`config.mk`:
```
export PLATFORM = sky130hd
export DESIGN_NAME = if_fetch_unit
export DESIGN_NICKNAME = d
export VERILOG_FILES = /design/src/rtl/if_fetch_unit.sv
export SDC_FILE = /design/constraint.sdc
export NUM_CORES = 1
export LEC_CHECK = 0
export CAP_MARGIN = 10
export CORE_UTILIZATION = 46
export DETAILED_ROUTE_END_ITERATION = 16
export DONT_BUFFER_PORTS = 1
export GPL_TIMING_DRIVEN = 0
export PLACE_DENSITY = 0.73
export SKIP_LAST_GASP = 1
export SYNTH_ARGS = -nofsm -noshare
export SYNTH_HDL_FRONTEND = slang
export SYNTH_SLANG_ARGS = --single-unit
export TNS_END_PERCENT = 20
```
`constraint.sdc`:
```
create_clock -name clk -period 11.1 [get_ports clk]
set_clock_uncertainty 0.1 [all_clocks]
set_input_delay 2.22 -clock clk [delete_from_list [all_inputs] [get_ports clk]]
set_output_delay 2.22 -clock clk [all_outputs]
set_load 0.02 [all_outputs]
```
`src/rtl/if_fetch_unit.sv`:
```
// Instruction-fetch front end of PipeCPU.
//
// The unit owns the PC and sends word fetch requests to instruction memory. Every accepted
// request takes a slot in a small in-order queue. The returned instruction is written into that
// slot. Decode pops the queue head over a valid/ready handshake.
//
// A redirect from EX empties the queue and loads a new PC. Responses that are still in flight
// for the freed slots are counted in drop_cnt and discarded when they arrive.
//
// Ports:
//   clk, n_rst                     clock; synchronous active-high reset
//   imem_req_valid/ready/addr      fetch request channel (addr = current PC)
//   imem_rsp_valid/data            in-order fetch responses
//   redirect_valid/pc              taken branch/jump from EX (pc[1:0] ignored)
//   id_valid/ready/instr/pc        decode handshake, driven from the queue head
//   n_fetched                      number of instructions handed to decode (wraps)
module if_fetch_unit #(
  parameter int unsigned     XLEN     = 32,
  parameter logic [XLEN-1:0] RESET_PC = '0,
  parameter int unsigned     QDEPTH   = 2
) (
  input  logic            clk,
  input  logic            n_rst,
  output logic            imem_req_valid,
  input  logic            imem_req_ready,
  output logic [XLEN-1:0] imem_req_addr,
  input  logic            imem_rsp_valid,
  input  logic [XLEN-1:0] imem_rsp_data,
  input  logic            redirect_valid,
  input  logic [XLEN-1:0] redirect_pc,
  output logic            id_valid,
  input  logic            id_ready,
  output logic [XLEN-1:0] id_instr,
  output logic [XLEN-1:0] id_pc,
  output logic [31:0]     n_fetched
);

  localparam int unsigned PtrW = $clog2(QDEPTH);

  // Each pointer has one extra wrap bit, so full and empty can be told apart.
  // Slots hold data from head_q up to rptr_q. Slots from rptr_q up to tail_q still wait for a
  // response. Because responses return in order, no per-slot data_ok flag is needed.
  logic [PtrW:0]   head_q, head_d;
  logic [PtrW:0]   tail_q, tail_d;
  logic [PtrW:0]   rptr_q, rptr_d;
  logic [XLEN-1:0] pc_q, pc_d;
  logic [31:0]     drop_q, drop_d;
  logic [31:0]     nf_q, nf_d;
  // Stays high for the one cycle after reset, so that no request is sent in that cycle.
  logic            init_q, init_d;

  logic [XLEN-1:0] slot_pc_q   [QDEPTH];
  logic [XLEN-1:0] slot_pc_d   [QDEPTH];
  logic [XLEN-1:0] slot_data_q [QDEPTH];
  logic [XLEN-1:0] slot_data_d [QDEPTH];

  logic [PtrW:0]   pending;
  logic            full;
  logic            has_pending;
  logic            req_hs;
  logic            id_hs;
  logic            rsp_drop;
  logic            rsp_take;
  logic            rsp_consumed;
  logic            unused_redirect_lsb;

  assign unused_redirect_lsb = ^redirect_pc[1:0];

  assign full        = (tail_q[PtrW] != head_q[PtrW]) &&
                       (tail_q[PtrW-1:0] == head_q[PtrW-1:0]);
  assign pending     = tail_q - rptr_q;
  assign has_pending = (tail_q != rptr_q);

  assign imem_req_valid = !full && !n_rst && !redirect_valid && !init_q;
  assign imem_req_addr  = pc_q;
  assign req_hs         = imem_req_valid && imem_req_ready;

  assign id_valid = (head_q != rptr_q) && !redirect_valid;
  assign id_instr = slot_data_q[head_q[PtrW-1:0]];
  assign id_pc    = slot_pc_q[head_q[PtrW-1:0]];
  assign id_hs    = id_valid && id_ready;

  assign n_fetched = nf_q;

  // If drop_q is nonzero, a response is discarded. Otherwise it fills the oldest waiting slot.
  // A response that matches neither case has no owner and is ignored.
  assign rsp_drop     = imem_rsp_valid && (drop_q != '0);
  assign rsp_take     = imem_rsp_valid && (drop_q == '0) && has_pending;
  assign rsp_consumed = rsp_drop || rsp_take;

  always_comb begin
    head_d      = head_q;
    tail_d      = tail_q;
    rptr_d      = rptr_q;
    pc_d        = pc_q;
    drop_d      = drop_q;
    nf_d        = nf_q;
    init_d      = 1'b0;
    slot_pc_d   = slot_pc_q;
    slot_data_d = slot_data_q;

    if (redirect_valid) begin
      // Every slot still waiting for data becomes a response to drop. The response arriving in
      // this cycle, if any, is one of those responses and is discarded now.
      head_d = '0;
      tail_d = '0;
      rptr_d = '0;
      pc_d   = {redirect_pc[XLEN-1:2], 2'b00};
      drop_d = drop_q + 32'(pending) - 32'(rsp_consumed);
    end else begin
      if (req_hs) begin
        slot_pc_d[tail_q[PtrW-1:0]] = pc_q;
        tail_d = tail_q + 1'b1;
        pc_d   = pc_q + XLEN'(4);
      end
      if (rsp_drop) begin
        drop_d = drop_q - 32'd1;
      end
      if (rsp_take) begin
        slot_data_d[rptr_q[PtrW-1:0]] = imem_rsp_data;
        rptr_d = rptr_q + 1'b1;
      end
      if (id_hs) begin
        head_d = head_q + 1'b1;
        nf_d   = nf_q + 32'd1;
      end
    end
  end

  always_ff @(posedge clk) begin
    if (n_rst) begin
      head_q <= '0;
      tail_q <= '0;
      rptr_q <= '0;
      pc_q   <= RESET_PC;
      drop_q <= '0;
      nf_q   <= '0;
      init_q <= 1'b1;
    end else begin
      head_q <= head_d;
      tail_q <= tail_d;
      rptr_q <= rptr_d;
      pc_q   <= pc_d;
      drop_q <= drop_d;
      nf_q   <= nf_d;
      init_q <= init_d;
    end
  end

  // Slot contents have no reset: a slot is read only after it has been written.
  always_ff @(posedge clk) begin
    slot_pc_q   <= slot_pc_d;
    slot_data_q <= slot_data_d;
  end

endmodule
```
# Word level (Yosys, flattened, before mapping)
# Index checks and enable logic that the tools add are counted.
[classes]
div_mod_pow = 0
shifts = 0
n_eq_ne = 4
n_reduce_logical = 25
mul = 0
addsub = 9
mux = 17
n_bitwise = 4
magnitude_cmp = 5
[ops]
columns = ["op", "count"]
rows = [
  ["2-to-1 mux 32 bit", 12],
  ["bitwise mux 64 bit", 2],
  ["demux 32 bit (select 1 bit)", 2],
  ["adder 32 x 1 -> 32 bit (second input constant)", 1],
  ["adder 32 x 2 -> 32 bit", 1],
  ["adder 32 x 3 -> 32 bit (second input constant)", 1],
  ["logical NOT 32 bit", 1],
  ["nonzero test 32 bit", 1],
  ["subtractor 32 x 1 -> 32 bit", 1],
  ["subtractor 32 x 1 -> 32 bit (second input constant)", 1],
  ["logical AND 1 bit", 12],
  ["adder 2 x 1 -> 2 bit (second input constant)", 3],
  [">= comparator 2 bit (second input constant)", 3],
  ["inverter 1 -> 2 bit", 3],
  ["AND reduction 2 bit", 3],
  ["logical NOT 1 bit", 4],
  ["less-than comparator 2 x 1 -> 1 bit (second input constant)", 2],
  ["!= test 2 bit", 2],
  ["nonzero test 2 bit", 2],
  ["OR reduction 2 bit", 1],
  ["subtractor 2 bit", 1],
  ["equality test 1 bit", 1],
  ["logical OR 1 bit", 1],
  ["2-to-1 mux 1 bit", 1],
  ["2 further kinds", 2],
]
[word_totals]
mem_bits_rw = 0
out_inout_bits = 130
rom_bits = 0
input_bits = 70
latchBits = 0
regBits = 231
elab_cells = 76
n_memories = 0

# Depth between registers and ports, before layout
[depth]
word_depth = 9
mapped_depth = 19
ltp_nobuf = 19

# Worst setup path after synthesis
# Ideal clock, no wire load.
[synth_timing]
path_type = "in2reg"
startpoint = "in redirect_valid"
endpoint = "reg slot_data_q[0] (netlist bit) (enable)"
setup_time_ns = 0.468
path_stages = 4
path_slack_ns = 5.286
t_required_ns = 10.532
n_path_buf = 3
t_arrival_ns = 5.246
path_cell_list = "clkbuf_1 -> clkbuf_1 -> clkbuf_1 -> nor3b_1"
[synth_between]
elab_chain_len = 2
[synth_lines]
columns = ["item", "line", "rtl"]
rows = [
  ["from (decl)", "29", "input logic redirect_valid,"],
  ["inverter 1 bit (no source line)", "--", ""],
  ["AND reduction 2 bit (no source line)", "--", ""],
  ["to (signal assigned)", "153", "slot_data_q <= slot_data_d;"],
  ["to (decl)", "54", "logic [XLEN-1:0] slot_data_q [QDEPTH];"],
]
# Every way passes these cells.
# A chain may end at the register's enable or synchronous reset.

# Final worst setup path
[layout_timing]
startpoint = "in redirect_valid"
endpoint = "out id_valid"
[layout_between]
elab_chain_len = 2
[layout_lines]
columns = ["item", "line", "rtl"]
rows = [
  ["logical NOT 1 bit", "78", "assign id_valid = (head_q != rptr_q) && !redirect_valid;"],
  ["logical AND 1 bit", "78", ""],
  ["to (decl)", "31", "output logic id_valid,"],
]
# Every way passes these cells.

==> results_dict.tcl <==
set metrics [dict create \
    outcome "finished, final reports clean" \
    die_w_um 165 \
    crit_required_ns 8.78 \
    fin_crit_ns 6.35 \
    cts_tree "done" \
    start_util 0.467 \
    grt_max_degree 32 \
    worst-slew-pin-transition_ns 1.17 \
    drtIter0Drc 905 \
    maxCapViolCount 0 \
    crit_fanout 10 \
    routedWlPerCell_um 19.1 \
    yosysSeqAreaShare 0.473 \
    clkLatencyLatePin_ns 0.51 \
    synthAdderAreaFrac 0.0851 \
    vdd_ir_drop_max_v 0.000133 \
    yosysWarnings 0 \
    grt_usage 0.211 \
    drive_gt1_frac 0.102 \
    drc 0 \
    area_growth_pct 10.4 \
    port_buffers 0 \
    path_class "in -> out" \
    coreArea_mm2 0.0260 \
    place_inst 1525 \
    final_cell_area_mm2 0.0134 \
    end_kind "output port" \
    postCtsHoldBufs 0 \
    clock_path_buffers 3 \
    fp.dieArea_mm2 0.0271 \
    cts_resized 0 \
    p_leak_nw 4.79 \
    nets 1367 \
    h-tree-depth 1 \
    hold_violations 0 \
    fin_total_pwr_w 0.00315 \
    synthCells 1183 \
    fillerInstances 2239 \
    cts-root-buf "clkbuf_16" \
    synth_top_family_by_area "simple AND/OR/NAND/NOR gates" \
    arrival_ns 4.03 \
    gp_congestion 0.897 \
    fin_crit_sh 0.572 \
    place_hpwl_mm 22.0 \
    grt_pass1_vias 8528 \
    die_height_um 165 \
    ys.flop_type "edfxtp_1" \
    vias 9017 \
    ys_seq_elements 225 \
    cts_buffers 22 \
    async_flop_share 0 \
    final_util 0.516 \
    synth_edf_count 124 \
    maxSlewViolCount 0 \
    placed_area_mm2 0.0127 \
    max_clock_freq_ghz 0.157 \
    routed_wl_mm 29.9 \
    max_slew_margin 0.214 \
    rsz0062_at_grt "false" \
    grt_pass1_wl_mm 45.4 \
    netlist_area_mm2 0.0121 \
    ys_types 74 \
    synthSimpleGateAreaFrac 0.154 \
    grt_overflow 0 \
    syn_avg_cell_area_um2 10.3 \
    synth_compound_area_frac 0.120 \
    antenna_left 0 \
    post_cts_buffers 0 \
    fin_cells 1567 \
    finalSetupTns_ns 0 \
    crit_path_start_kind "primary input" \
    synth_xor_area_frac 0.0692 \
    first_pass_iters 6 \
    ioPinCount 200 \
    hold_path_class "reg -> reg" \
    vias_per_cell 5.75 \
    final-setup-viol-count 0 \
    antenna_found_initial 0 \
    clkTransAtPathRegs_ns 0.06 \
    synthMuxAreaShare 0.0624 \
    pwr_density_cell_mw_per_mm2 235 \
    rows 59 \
    cts_sinks 225 \
]
## metrics by stage
step | setup slack (ns) | hold slack (ns)
floorplan | 5.29 | 0.438
detailed placement | 4.78 | 0.467
global placement | 3.59 | 0.458
CTS | 4.76 | 0.481
global route | 4.62 | 0.522
finish | 4.75 | 0.478
## routing by layer
metal | vias to the layer above | track usage | wire, µm
met1 | 4318 | 0.267 | 12300
met2 | 334 | 0.355 | 14100
met5 | - | 0 | 0
met3 | 65 | 0.0434 | 2520
li1 | 4300 | - | -
met4 | 0 | 0.0771 | 966
## flip-flops by register name, indices dropped and copies added, names as in the netlist
name and cells:
init_q 1, imem_req_addr 30, drop_q 32, head_q 2, rptr_q 2, slot_pc_q 60, slot_data_q 64, n_fetched 32
tail_q 2
## kinds of logic (layout without fill, tap and decap cells)
group | count (synthesis) | in the layout
other | 1 | 5
buffers and inverters | 113 | 158
adders and majority gates | 82 | 82
AOI/OAI and AO/OA | 218 | 218
xor gates and xnor gates | 96 | 96
muxes | 68 | 68
and+or+nand+nor | 380 | 380
DFF | 225 | 225
## synthesized netlist by cell type (all sizes together), types with 33 or more instances
cell	number	share of area
nor2	138	0.043
edfxtp	124	0.31
dfxtp	101	0.17
ha	81	0.083
nand2	76	0.024
inv	69	0.021
a21oi	66	0.028
xnor2	64	0.046
mux2	62	0.057
o21ai	41	0.017
clkbuf	34	0.011
nand3	33	0.014
## worst paths after layout
path	cells past startpoint	slack (ns)	end	start
min reg2reg	2	0.48	tail_q[1]	tail_q[1]
max reg2reg	19	5.61	drop_q[28]	drop_q[22]
max	4	4.75	id_valid	redirect_valid
min	2	0.48	tail_q[1]	tail_q[1]
## report_power, final
part / leakage [nW] / total (W) / internal [W] / switching, W
combinational: 2.49 / 0.00139 / 0.000582 / 0.000809
sequential: 1.95 / 0.000992 / 0.000936 / 0.0000558
clock: 0.352 / 0.000769 / 0.000445 / 0.000324
## critical path: stages
cell      delay [ns]
clkbuf_1        0.41
clkbuf_1        0.49
clkbuf_1        0.58
a21oi_1         0.33
## layout by cell type, fill, tap and decap left out, drive strengths merged, types with 4 or more instances in the layout
cell / synthesis / routed
nand2b: 13 / 13
buf: 10 / 15
ha: 81 / 81
o21bai: 9 / 9
and2: 6 / 6
mux2i: 6 / 6
nand3: 33 / 33
a21boi: 5 / 5
nand4: 21 / 21
clkinv: 0 / 7
o21ai: 41 / 41
conb: 1 / 4
o211ai: 5 / 5
nor2: 138 / 138
and3: 24 / 24
xnor2: 64 / 64
or4: 4 / 4
dfxtp: 101 / 101
xor2: 32 / 32
nor3: 18 / 18
inv: 69 / 71
a211oi: 32 / 32
a221oi: 9 / 9
a31oi: 9 / 9
o22ai: 7 / 7
a22oi: 5 / 5
nor3b: 6 / 6
or3: 9 / 9
o31ai: 4 / 4
nor2b: 12 / 12
a21oi: 66 / 66
edfxtp: 124 / 124
nand2: 76 / 76
nor4: 6 / 6
mux2: 62 / 62
clkbuf: 34 / 60
## area by class of cell
type / instances / area [µm²] / area share
Antenna cell: 1 / 2.50 / 0.000187
Buffer: 44 / 181 / 0.0135
Clock buffer: 26 / 576 / 0.0429
Clock inverter: 14 / 166 / 0.0124
Inverter: 69 / 259 / 0.0193
Multi-Input combinational cell: 848 / 6000 / 0.447
Sequential cell: 225 / 5750 / 0.429
Tap cell: 335 / 419 / 0.0313
Timing Repair Buffer: 5 / 57.6 / 0.00429
Power figures use the tool's default switching activity.
